**config.mk**
```make
export PLATFORM = sky130hd
export DESIGN_NAME = id_ex_reg
export DESIGN_NICKNAME = d
export VERILOG_FILES = /design/src/rtl/mips_pkg.sv /design/src/rtl/fwd_mux.sv /design/src/rtl/id_ex_reg.sv
export SDC_FILE = /design/constraint.sdc
export NUM_CORES = 1
export LEC_CHECK = 0
export ABC_AREA = 1
export BUFFER_PORTS_ARGS = -buffer_cell sky130_fd_sc_hd__buf_2
export CAP_MARGIN = 10
export CORE_ASPECT_RATIO = 1.1
export CORE_MARGIN = 2
export CORE_UTILIZATION = 24
export DETAILED_ROUTE_END_ITERATION = 8
export PLACE_DENSITY_LB_ADDON = 0.1
export SYNTH_ARGS = -nofsm -noshare
export SYNTH_HDL_FRONTEND = slang
export SYNTH_HIERARCHICAL = 1
export SYNTH_SLANG_ARGS = --single-unit
export TNS_END_PERCENT = 20
```
**constraint.sdc**
```tcl
create_clock -name clk -period 4.3 [get_ports clk]
set_clock_uncertainty 0.2 [all_clocks]
set_input_delay 0.215 -clock clk [delete_from_list [all_inputs] [get_ports clk]]
set_output_delay 0.215 -clock clk [all_outputs]
set_load 0.005 [all_outputs]
```
**src/rtl/mips_pkg.sv**
```systemverilog
// Shared widths, opcode encodings and the ID/EX pipeline payload.
package mips_pkg;

  localparam int unsigned DATA_W = 32;
  localparam int unsigned ADDR_W = 5;
  localparam int unsigned ALU_W  = 3;
  localparam int unsigned JZ_W   = 2;
  localparam int unsigned CTRL_W = 4;

  typedef enum logic [ALU_W-1:0] {
    ALU_ADD = 3'd0,
    ALU_SUB = 3'd1,
    ALU_OR  = 3'd2,
    ALU_LUI = 3'd3,
    ALU_XOR = 3'd4
  } aluctr_e;

  typedef enum logic [JZ_W-1:0] {
    JZ_ALWAYS = 2'd0,
    JZ_EQ     = 2'd1,
    JZ_NEVER  = 2'd2
  } jzero_e;

  // Bit positions inside id_ctrl = {alusrc, regwrite, memwrite, memtoreg}
  localparam int unsigned CTRL_ALUSRC   = 3;
  localparam int unsigned CTRL_REGWRITE = 2;
  localparam int unsigned CTRL_MEMWRITE = 1;
  localparam int unsigned CTRL_MEMTOREG = 0;

  typedef struct packed {
    logic [ADDR_W-1:0] rs_addr;
    logic [ADDR_W-1:0] rt_addr;
    logic [DATA_W-1:0] rs_data;
    logic [DATA_W-1:0] rt_data;
    logic [DATA_W-1:0] imm;
    logic [ADDR_W-1:0] waddr;
    logic [ALU_W-1:0]  aluctr;
    logic [JZ_W-1:0]   jzero;
    logic [CTRL_W-1:0] ctrl;
  } id_ex_t;

  // Bubble: ADD, never-branch, no side effects, all data zero
  function automatic id_ex_t id_ex_bubble();
    id_ex_t b;
    b        = '0;
    b.aluctr = ALU_W'(ALU_ADD);
    b.jzero  = JZ_W'(JZ_NEVER);
    return b;
  endfunction

endpackage

```
**src/rtl/fwd_mux.sv**
```systemverilog
// One 32-bit operand forwarder: MEM result beats WB result beats the
// registered value; register 0 is never forwarded.
// Only built when MIPS_FWD_EN is defined.
`ifdef MIPS_FWD_EN
module fwd_mux
  import mips_pkg::*;
(
  input  logic [ADDR_W-1:0] i_src_addr,
  input  logic [DATA_W-1:0] i_reg_data,
  input  logic              i_mem_regwrite,
  input  logic [ADDR_W-1:0] i_mem_waddr,
  input  logic [DATA_W-1:0] i_mem_wdata,
  input  logic              i_wb_regwrite,
  input  logic [ADDR_W-1:0] i_wb_waddr,
  input  logic [DATA_W-1:0] i_wb_wdata,
  output logic [DATA_W-1:0] o_data
);

  logic w_src_nz;
  logic w_mem_hit;
  logic w_wb_hit;

  assign w_src_nz  = (i_src_addr != '0);
  assign w_mem_hit = w_src_nz && i_mem_regwrite && (i_mem_waddr == i_src_addr);
  assign w_wb_hit  = w_src_nz && i_wb_regwrite && (i_wb_waddr == i_src_addr);

  // Priority select of the operand source
  always_comb begin
    o_data = i_reg_data;
    if (w_mem_hit) begin
      o_data = i_mem_wdata;
    end else if (w_wb_hit) begin
      o_data = i_wb_wdata;
    end
  end

endmodule
`endif

```
**src/rtl/id_ex_reg.sv**
```systemverilog
// ID/EX pipeline register with operand forwarding and load-use detection.
// MIPS_FWD_EN: enables MEM/WB forwarding and the memtoreg-only load-use
// check; without it operands come straight from the registers and any
// pending register write in EX that matches an ID source requests a stall.
module id_ex_reg
  import mips_pkg::*;
(
  input  logic              clk,
  input  logic              reset,
  input  logic              stall,
  input  logic              flush,
  input  logic [ADDR_W-1:0] id_rs_addr,
  input  logic [ADDR_W-1:0] id_rt_addr,
  input  logic [DATA_W-1:0] id_rs_data,
  input  logic [DATA_W-1:0] id_rt_data,
  input  logic [DATA_W-1:0] id_imm32,
  input  logic [ADDR_W-1:0] id_waddr,
  input  logic [ALU_W-1:0]  id_aluctr,
  input  logic [JZ_W-1:0]   id_jzero,
  input  logic [CTRL_W-1:0] id_ctrl,
  input  logic              mem_regwrite,
  input  logic [ADDR_W-1:0] mem_waddr,
  input  logic [DATA_W-1:0] mem_wdata,
  input  logic              wb_regwrite,
  input  logic [ADDR_W-1:0] wb_waddr,
  input  logic [DATA_W-1:0] wb_wdata,
  output logic [ALU_W-1:0]  ALUctr,
  output logic [DATA_W-1:0] SrcA,
  output logic [DATA_W-1:0] SrcB,
  output logic [JZ_W-1:0]   j_zero,
  output logic [DATA_W-1:0] ex_store_data,
  output logic [ADDR_W-1:0] ex_waddr,
  output logic [2:0]        ex_ctrl,
  output logic              hz_stall
);

  id_ex_t            r_ex;
  id_ex_t            w_ex_next;
  logic [DATA_W-1:0] w_rs_val;
  logic [DATA_W-1:0] w_rt_val;
  logic              w_hz_kind;

  // Next pipeline contents: flush beats stall, stall holds, else capture
  always_comb begin
    w_ex_next = r_ex;
    if (flush) begin
      w_ex_next = id_ex_bubble();
    end else if (!stall) begin
      w_ex_next.rs_addr = id_rs_addr;
      w_ex_next.rt_addr = id_rt_addr;
      w_ex_next.rs_data = id_rs_data;
      w_ex_next.rt_data = id_rt_data;
      w_ex_next.imm     = id_imm32;
      w_ex_next.waddr   = id_waddr;
      w_ex_next.aluctr  = id_aluctr;
      w_ex_next.jzero   = id_jzero;
      w_ex_next.ctrl    = id_ctrl;
    end
  end

  // Pipeline register; reset loads the bubble immediately
  always_ff @(posedge clk or posedge reset) begin
    if (reset) begin
      r_ex <= id_ex_bubble();
    end else begin
      r_ex <= w_ex_next;
    end
  end

`ifdef MIPS_FWD_EN
  fwd_mux u_fwd_rs (
    .i_src_addr     (r_ex.rs_addr),
    .i_reg_data     (r_ex.rs_data),
    .i_mem_regwrite (mem_regwrite),
    .i_mem_waddr    (mem_waddr),
    .i_mem_wdata    (mem_wdata),
    .i_wb_regwrite  (wb_regwrite),
    .i_wb_waddr     (wb_waddr),
    .i_wb_wdata     (wb_wdata),
    .o_data         (w_rs_val)
  );

  fwd_mux u_fwd_rt (
    .i_src_addr     (r_ex.rt_addr),
    .i_reg_data     (r_ex.rt_data),
    .i_mem_regwrite (mem_regwrite),
    .i_mem_waddr    (mem_waddr),
    .i_mem_wdata    (mem_wdata),
    .i_wb_regwrite  (wb_regwrite),
    .i_wb_waddr     (wb_waddr),
    .i_wb_wdata     (wb_wdata),
    .o_data         (w_rt_val)
  );

  // Only a load in EX cannot be forwarded in time
  assign w_hz_kind = r_ex.ctrl[CTRL_MEMTOREG];
`else
  logic w_unused_nofwd;

  assign w_rs_val  = r_ex.rs_data;
  assign w_rt_val  = r_ex.rt_data;
  // Without forwarding any pending write in EX is a hazard
  assign w_hz_kind = r_ex.ctrl[CTRL_REGWRITE];
  assign w_unused_nofwd = ^{mem_regwrite, mem_waddr, mem_wdata,
                            wb_regwrite, wb_waddr, wb_wdata,
                            r_ex.rs_addr, r_ex.rt_addr};
`endif

  // Hazard request toward IF/ID
  always_comb begin
    hz_stall = 1'b0;
    if (w_hz_kind && (r_ex.waddr != '0) &&
        ((r_ex.waddr == id_rs_addr) || (r_ex.waddr == id_rt_addr))) begin
      hz_stall = 1'b1;
    end
  end

  // Second ALU operand: immediate or forwarded rt
  always_comb begin
    SrcB = w_rt_val;
    if (r_ex.ctrl[CTRL_ALUSRC]) begin
      SrcB = r_ex.imm;
    end
  end

  assign SrcA          = w_rs_val;
  assign ex_store_data = w_rt_val;
  assign ALUctr        = r_ex.aluctr;
  assign j_zero        = r_ex.jzero;
  assign ex_waddr      = r_ex.waddr;
  assign ex_ctrl       = {r_ex.ctrl[CTRL_REGWRITE], r_ex.ctrl[CTRL_MEMWRITE],
                          r_ex.ctrl[CTRL_MEMTOREG]};

endmodule

```
==> qor.yml, run 1 <==
antenna_cells: 0
dr.pass1.iters: 6
vias: 4395
syn_avg_cell_area_um2: 10.0
end_kind: "output pin"
yosys_warnings: 6
syn-num-nets: 711
wl_per_cell_um: 13.9
numCtsBuffers: 9
synthArstFlopShare_pct: 100
dp_cells: 931
cts-resized-gates: 0
fin_crit_ps: 2340
rsz0062_at_grt: "false"
path_class: "reg -> out"
power.density_mw_per_mm2: 319
grt_pass1_vias: 4507
numClockSinks: 110
status: "finished clean"
nNetsFinal: 964
cts_root_buf: "clkbuf_16"
synthTopCellsByArea: "dfrtp_1 53%, a22o_1 12%, buf_4 12%"
grtUsageTotal_pct: 13.1
reg2reg_slack_ps: 2720
dpl.hpwl_mm: 9.32
gp_congestion: 0.772
pin_count: 310
crit_path_max_fanout: 65
vias_per_cell: 4.15
synth_cells: 511
fmax_ghz: 0.428
path_clk_slew_ps: 80
fp-row-count: 56
wl_mm: 14.8
num-fill-cells: 2181
postCtsHoldBufs: 112
layout.cells.non_filler: 1059
maxSlewViolCount: 0
postRouteAntennaNets: 0
tightest_slew_ps: 1080
yosysMostFrequentCell: "dfrtp_1"
seqCellArea_mm2: 0.00276
first_iter_violations: 170
die_w_um: 143
antenna_found_initial: 0
clk-insertion-delay-late_ps: 350
grt_pass1_wl_mm: 23.1
multi_input_area_mm2: 0.00142
cts_tree: "built"
start_util_pct: 24.2
slew-limit-headroom_pct: 28.1
setup_viol: 0
htree_levels: 3
crit_arrival_ps: 1920
reg2reg_depth: 1
p_leak_nw: 3.76
holdPathStages: 4
peakVddDrop_mv: 0.158
drive_above_1_share_pct: 33.6
coreArea_mm2: 0.0211
timing.final.crit_share_pct: 54.4
synth_common_cells: "109 x dfrtp_1, 92 x nand2_1, 79 x buf_4"
portBuffers: 233
cap_viol_max_count: 0
yosysSeqAreaShare_pct: 53.9
drc_errors: 0
whs_ps: 141
syn_to_final_growth_pct: 43.3
synth.largest_area_cell: "dfrtp_1"
grt_overflow: 0
required_ps: 3880
start_kind: "flip-flop"
synth_edf_count: 0
fin_tns_setup_ps: 0
grt_max_degree: 82
min_path_type: "in -> reg"
die-area_mm2: 0.0225
fp.dieH_um: 157
yosysUniqueCellTypes: 20
cts_setup_buffers: 0
yosys_register_bits: 110
synthesis.area_mm2: 0.00511
ys.flop_type: "dfrtp_1"
clk_path_buf_depth: 2
hold_violations: 0
synth_top_area_share_pct: 53.3
==> cells by family after synthesis <==
group,Yosys count,synth area share [%]
buf+inv,153,18.5
compound gates,144,19.4
xor+xnor,3,0.514
simple gates,101,7.71
flops,110,53.9
==> cell type report <==
cell class                      count  share of cell area [%]
Inverter                           47                    2.44
Sequential cell                   110                    37.6
Clock buffer                       11                    3.45
Clock inverter                      5                   0.546
Tap cell                          290                    4.95
Timing Repair Buffer              348                    31.7
Multi-Input combinational cell    248                    19.3
==> through the flow <==
step | util, % | setup WS (ps) | power, mW | area [µm²]
2_1_floorplan | - | 984 | 1.34 | 5110
3_3_place_gp | 28.0 | 2250 | 1.44 | 5910
3_5_place_dp | 28.0 | 2240 | 1.45 | 5910
4_1_cts | 34.7 | 1860 | 2.39 | 7330
5_1_grt | 34.7 | 1730 | 2.47 | 7330
6_report | 34.7 | 1960 | 2.33 | 7330
==> layout by cell type, fill, tap and decap left out, types with 2 or more instances in the layout <==
cell and count:
o21ai_0 33, dlygate4sd3_1 112, inv_1 45, dfrtp_1 108, clkbuf_16 9, a22o_1 72, clkbuf_8 2, nand2_1 92
inv_6 2, buf_4 2, nor2_1 4, nor2_4 2, o21ai_1 37, clkinv_4 2, a21oi_1 2, buf_2 233
nand3_1 2, xnor2_1 2
==> final timing paths <==
path                       startpoint          end
max                           r_ex[3]     SrcB[19]
min                             stall  ex_waddr[4]
max reg2reg                   r_ex[3]      r_ex[3]
min reg2reg                 j_zero[1]    j_zero[1]
max in group asynchronous       reset    j_zero[1]
min in group asynchronous       reset     r_ex[15]
==> worst max-delay path: stages, from the launching register on <==
cell and delay, ps:
dfrtp_2 1080, o21ai_0 280, buf_2 190
==> routing by layer <==
metal	GRT usage [%]	part of all wire [%]	vias to the layer above	wire length, µm
met4	3.58	1.2	0	180
met2	21.7	48	160	7050
li1	-	-	2124	-
met3	3.50	6.3	15	924
met5	0	0	-	0
met1	16.9	45	2096	6610
==> where the power goes <==
part / switching (mW) / leakage [nW] / internal, mW
registers: 0.0421 / 1.46 / 1.09
logic: 0.166 / 2.15 / 0.201
clock network: 0.403 / 0.146 / 0.431
==> flip-flops by register name, summed over array words and instances (netlist names) <==
register	flops
j_zero	2
ex_store_data	32
ALUctr	3
ex_waddr	5
SrcA	32
r_ex	33
ex_ctrl	3
No activity file was read; power rests on OpenSTA's default activity.
==> inputs of run 2 (changes only) <==
--- a/config.mk
+++ b/config.mk
@@ -5,7 +5,7 @@
 export SDC_FILE = /design/constraint.sdc
 export NUM_CORES = 1
 export LEC_CHECK = 0
-export ABC_AREA = 1
+export ABC_AREA = 0
 export BUFFER_PORTS_ARGS = -buffer_cell sky130_fd_sc_hd__buf_2
 export CAP_MARGIN = 10
 export CORE_ASPECT_RATIO = 1.1
==> constraint.sdc (replaced) <==
create_clock -name clk -period 2.4 [get_ports clk]
set_clock_uncertainty 0.2 [all_clocks]
set_input_delay 0.12 -clock clk [delete_from_list [all_inputs] [get_ports clk]]
set_output_delay 0.12 -clock clk [all_outputs]
set_load 0.005 [all_outputs]
==> qor.yml, run 2 <==
drc_errors: 0
synth_common_cells: "109 x dfrtp_1, 109 x mux2i_1, 109 x nor2_1"
synthTopCellsByArea: "dfrtp_1 49%, mux2i_1 20%, buf_4 11%"
fp.dieH_um: 163
yosysSeqAreaShare_pct: 49.8
layout.cells.non_filler: 1051
synth_top_area_share_pct: 49.3
postRouteAntennaNets: 0
setup_viol: 0
start_util_pct: 24.3
dpl.hpwl_mm: 10.4
vias: 4229
cts_tree: "built"
crit_start: "r_ex[3]"
p_sw_share_pct: 26.0
antenna_found_initial: 0
numClockSinks: 110
num-fill-cells: 2397
wl_per_cell_um: 14.1
start_kind: "flip-flop"
reg2reg_to: "r_ex[3]"
reg2reg_slack_ps: 1320
fp-row-count: 58
yosysUniqueCellTypes: 19
pre_cts_slack_ps: 811
die_w_um: 149
crit_path_cell_trace: "buf_12 -> mux2_2 -> buf_2"
rsz0062_at_grt: "false"
antenna_cells: 0
cap_viol_max_count: 0
largest_reg_flops: 33
critPathTopFamily: "flip-flops"
drive_above_1_share_pct: 39.3
timing.final.crit_share_pct: 81.3
switchingPower_mw: 1.12
slowest_stage: "dfrtp_2"
path_clk_slew_ps: 80
crit_arrival_ps: 1630
yosys_register_bits: 110
tightest_slew_ps: 659
first_iter_violations: 136
reg2reg_depth: 2
grt_max_degree: 58
required_ps: 2080
multi_input_area_mm2: 0.00200
gp_congestion: 0.718
htree_levels: 3
fin_crit_ps: 1950
pwr-share-seq_pct: 46.9
worst-path-stages: 3
clk_path_buf_depth: 2
seqCellArea_mm2: 0.00276
end_kind: "output pin"
peakVddDrop_mv: 0.301
cts_root_buf: "clkbuf_16"
synthArstFlopShare_pct: 100
hold_violations: 0
p_comb_share_pct: 17.7
fin_tns_setup_ps: 0
die-area_mm2: 0.0243
dr.pass1.iters: 4
pin_count: 310
syn-num-nets: 685
status: "finished clean"
fmax_ghz: 0.513
path_class: "reg -> out"
clockPowerShare_pct: 35.4
grt_pass1_vias: 4672
power.density_mw_per_mm2: 550
numCtsBuffers: 9
synthesis.area_mm2: 0.00553
min_path_type: "in -> async"
timing.critical_path.to: "SrcB[19]"
syn_to_final_growth_pct: 42.3
grt_pass1_wl_mm: 23.4
grtUsageTotal_pct: 12.2
crit_path_max_fanout: 25
clk-insertion-delay-late_ps: 350
worst_slack_ps: 450
mostFrequentLayoutCells: "231 x buf_2, 111 x dlygate4sd3_1, 109 x mux2i_1, 109 x nor2_1, 108 x dfrtp_1"
largest-register: "r_ex"
nNetsFinal: 946
synth_edf_count: 0
p_leak_nw: 4.24
final_core_util_pct: 34.6
power.internal_mw: 3.20
yosys_warnings: 6
wl_mm: 14.8
portBuffers: 233
slew-limit-headroom_pct: 56.1
grt_overflow: 0
slowest_delay_ps: 540
synth.largest_area_cell: "dfrtp_1"
rr_startpoint: "r_ex[3]"
syn_avg_cell_area_um2: 11.4
coreArea_mm2: 0.0228
synth_cells: 485
maxSlewViolCount: 0
vias_per_cell: 4.02
mostFrequentLayoutCell: "buf_2"
dp_cells: 924
path_buf_inv: 2
ys.flop_type: "dfrtp_1"
run 2: cell types whose count changed after synthesis, sizes merged, moves of 5 or more:
cell / previous run / this run
o21ai: 70 / 1
xor2: 1 / 6
nor2: 6 / 109
a22o: 72 / 0
inv: 47 / 1
nand2: 92 / 0
mux2: 0 / 32
mux2i: 0 / 109
run 2: area by class of cell:
class	instances	area share [%]
Clock inverter	4	0.477
Sequential cell	110	35.0
Multi-Input combinational cell	269	25.4
Inverter	1	0.0953
Clock buffer	12	3.38
Timing Repair Buffer	355	30.9
Tap cell	300	4.77
run 2: metal layers:
layer / vias up / global-route usage [%] / part of all wire [%]
met3: 15 / 3.10 / 5.7
met1: 2042 / 15.2 / 44
li1: 2043 / - / -
met5: - / 0 / 0
met4: 0 / 4.11 / 1.5
met2: 129 / 20.7 / 49
run 2: kinds of logic (layout without fill, tap and decap cells):
family          count (synthesis)  in the layout  synth area share [%]
buf+inv                       106            372                  14.1
mux                           141            141                  26.2
compound gates                  3              3                 0.339
xor+xnor                       10             10                  1.58
flops                         110            110                  49.8
simple gates                  115            115                  8.00
run 2: worst register-to-register path, cell delays in order (launching register included):
cell,delay [ps]
dfrtp_2,520
mux2i_1,170
nor2_1,50
run 2: power by group through the flow:
stage               Combinational, mW  Clock [mW]  Sequential, mW
floorplan                       0.455           0            2.04
global placement                0.634           0            2.06
detailed placement              0.638           0            2.07
CTS                             0.785        1.62            2.03
global route                    0.852        1.70            2.05
finish                          0.766        1.53            2.03
run 2: how the worst min path moves through the flow:
stage | from | endpoint
CTS | reset | SrcA[19]
finish | reset | SrcA[19]
floorplan | id_aluctr[0] | ALUctr[0]
global placement | reset | SrcA[14]
global route | stall | r_ex[40]
detailed placement | reset | SrcA[19]
run 2: timing repair:
item | 4_1_cts | 5_1_grt
setup endpoints to repair | 0 | 0
resized for setup | 0 | 0
hold endpoints to repair | 219 | 0
setup buffers | 0 | 0
hold buffers | 111 | 0
run 2: metrics by stage:
stage | total power [mW] | hold slack, ps | cell area [µm²]
after floorplan | 2.50 | 73.0 | 5540
after global placement | 2.70 | -115 | 6460
after detailed placement | 2.71 | -115 | 6460
after CTS | 4.44 | 49.1 | 7870
after global routing | 4.60 | 67.8 | 7870
final | 4.33 | 53.6 | 7870
==> inputs of run 3 (changes only) <==
==> constraint.sdc (replaced) <==
create_clock -name clk -period 1.85 [get_ports clk]
set_clock_uncertainty 0.2 [all_clocks]
set_input_delay 0.0925 -clock clk [delete_from_list [all_inputs] [get_ports clk]]
set_output_delay 0.0925 -clock clk [all_outputs]
set_load 0.005 [all_outputs]
==> qor.yml, run 3 (same netlist as run 2, synthesis figures left out) <==
vias: 4385
peakVddDrop_mv: 0.373
power_mw: 5.59
cts_tree: "built"
setup_viol: 1
vias_per_cell: 4.08
start_kind: "flip-flop"
fp.dieH_um: 163
hold_violations: 0
min_path_type: "in -> reg"
largest_reg_flops: 33
use_met1_pct: 14.5
placed_area_mm2: 0.00650
crit_arrival_ps: 1580
drive_above_1_share_pct: 38.8
gp_congestion: 0.726
path_class: "reg -> out"
grt_pass1_vias: 4553
cap_viol_max_count: 0
power.density_mw_per_mm2: 688
clk_path_buf_depth: 2
cts_root_buf: "clkbuf_16"
drc_errors: 0
final_cell_area_mm2: 0.00812
dp_cells: 925
fp-row-count: 58
end_kind: "output pin"
start_util_pct: 24.3
gr-max-usage-layer: "met2"
whs_ps: 10.3
pin_count: 310
reg2reg_depth: 3
grt_pass1_wl_mm: 23.4
mostFrequentLayoutCell: "buf_2"
nNetsFinal: 970
holdPathStages: 2
clk-insertion-delay-late_ps: 340
grt_overflow: 0
final_core_util_pct: 35.7
pre_cts_slack_ps: 306
p_leak_nw: 4.38
dr.pass1.iters: 4
syn_to_final_growth_pct: 46.8
grt_util_met3_pct: 2.96
die_w_um: 149
timing.final.crit_share_pct: 101
maxSlewViolCount: 0
slew-limit-headroom_pct: 70.8
worst_slack_ps: -19.4
antenna_found_initial: 0
tightest_slew_ps: 438
grt_max_degree: 62
violations: "negative setup slack"
wl_mm: 15.0
fin_tns_setup_ps: -19.4
layout.cells.non_filler: 1075
postRouteAntennaNets: 0
coreArea_mm2: 0.0228
numCtsBuffers: 9
die-area_mm2: 0.0243
antenna_cells: 0
grtUsageTotal_pct: 12.2
path_clk_slew_ps: 70
rsz0062_at_grt: "true"
portBuffers: 233
wl_per_cell_um: 13.9
crit_path_max_fanout: 3
fin_crit_ps: 1870
numClockSinks: 110
fmax_ghz: 0.535
mostFrequentLayoutCells: "231 x buf_2, 131 x dlygate4sd3_1, 109 x mux2i_1, 109 x nor2_1, 105 x dfrtp_1"
required_ps: 1560
status: "complete, but fails checks"
htree_levels: 3
dpl.hpwl_mm: 10.2
grt_util_met2_pct: 21.8
largest-register: "r_ex"
first_iter_violations: 118
run 3: changes by cell type in the layout (fill, tap and decap cells not counted), moves of 2 or more:
cell,change
buf_12,+3
clkbuf_8,-2
dfrtp_1,-3
dfrtp_2,+3
dlygate4sd3_1,+20
inv_6,+2
run 3: final cells by class:
cell class                      count  area, µm²
Clock buffer                       11        243
Clock inverter                      5       40.0
Fill cell                        2313      14700
Inverter                            1       7.51
Multi-Input combinational cell    269       2000
Sequential cell                   110       2760
Tap cell                          300        375
Timing Repair Buffer              379       2700
run 3: worst paths after layout:
| check | startpoint | end | slack (ps) |
|---|---|---|---|
| max reg2reg | ex_store_data[24] | ex_store_data[24] | 360 |
| min reg2reg | j_zero[0] | j_zero[0] | 320 |
| min | flush | j_zero[1] | 10 |
| min in group asynchronous | reset | r_ex[39] | 180 |
| max | ex_waddr[2] | hz_stall | -20 |
| max in group asynchronous | reset | ex_waddr[3] | 920 |
run 3: report_power, final:
part           internal (mW)  switching, mW  total, mW
Combinational          0.615          0.439       1.05
Clock                  0.969          0.939       1.91
Sequential              2.54         0.0873       2.63
run 3: repair_timing:
item,CTS,global route
setup buffers,3,0
setup endpoints to repair,1,5
gates resized for setup,2,1
hold buffers,131,0
endpoints found under the hold margin,220,0
run 3: per-layer routing:
layer  vias up  wire, µm
li1       2091         -
met1      2162      6310
met2       123      7720
met3         9       781
met4         0       147
met5         -         0
run 3: critical path: stages (launching register included):
cell and delay (ps):
dfrtp_2 430, or4_1 500, o21ai_1 130, a21oi_1 50, buf_2 120
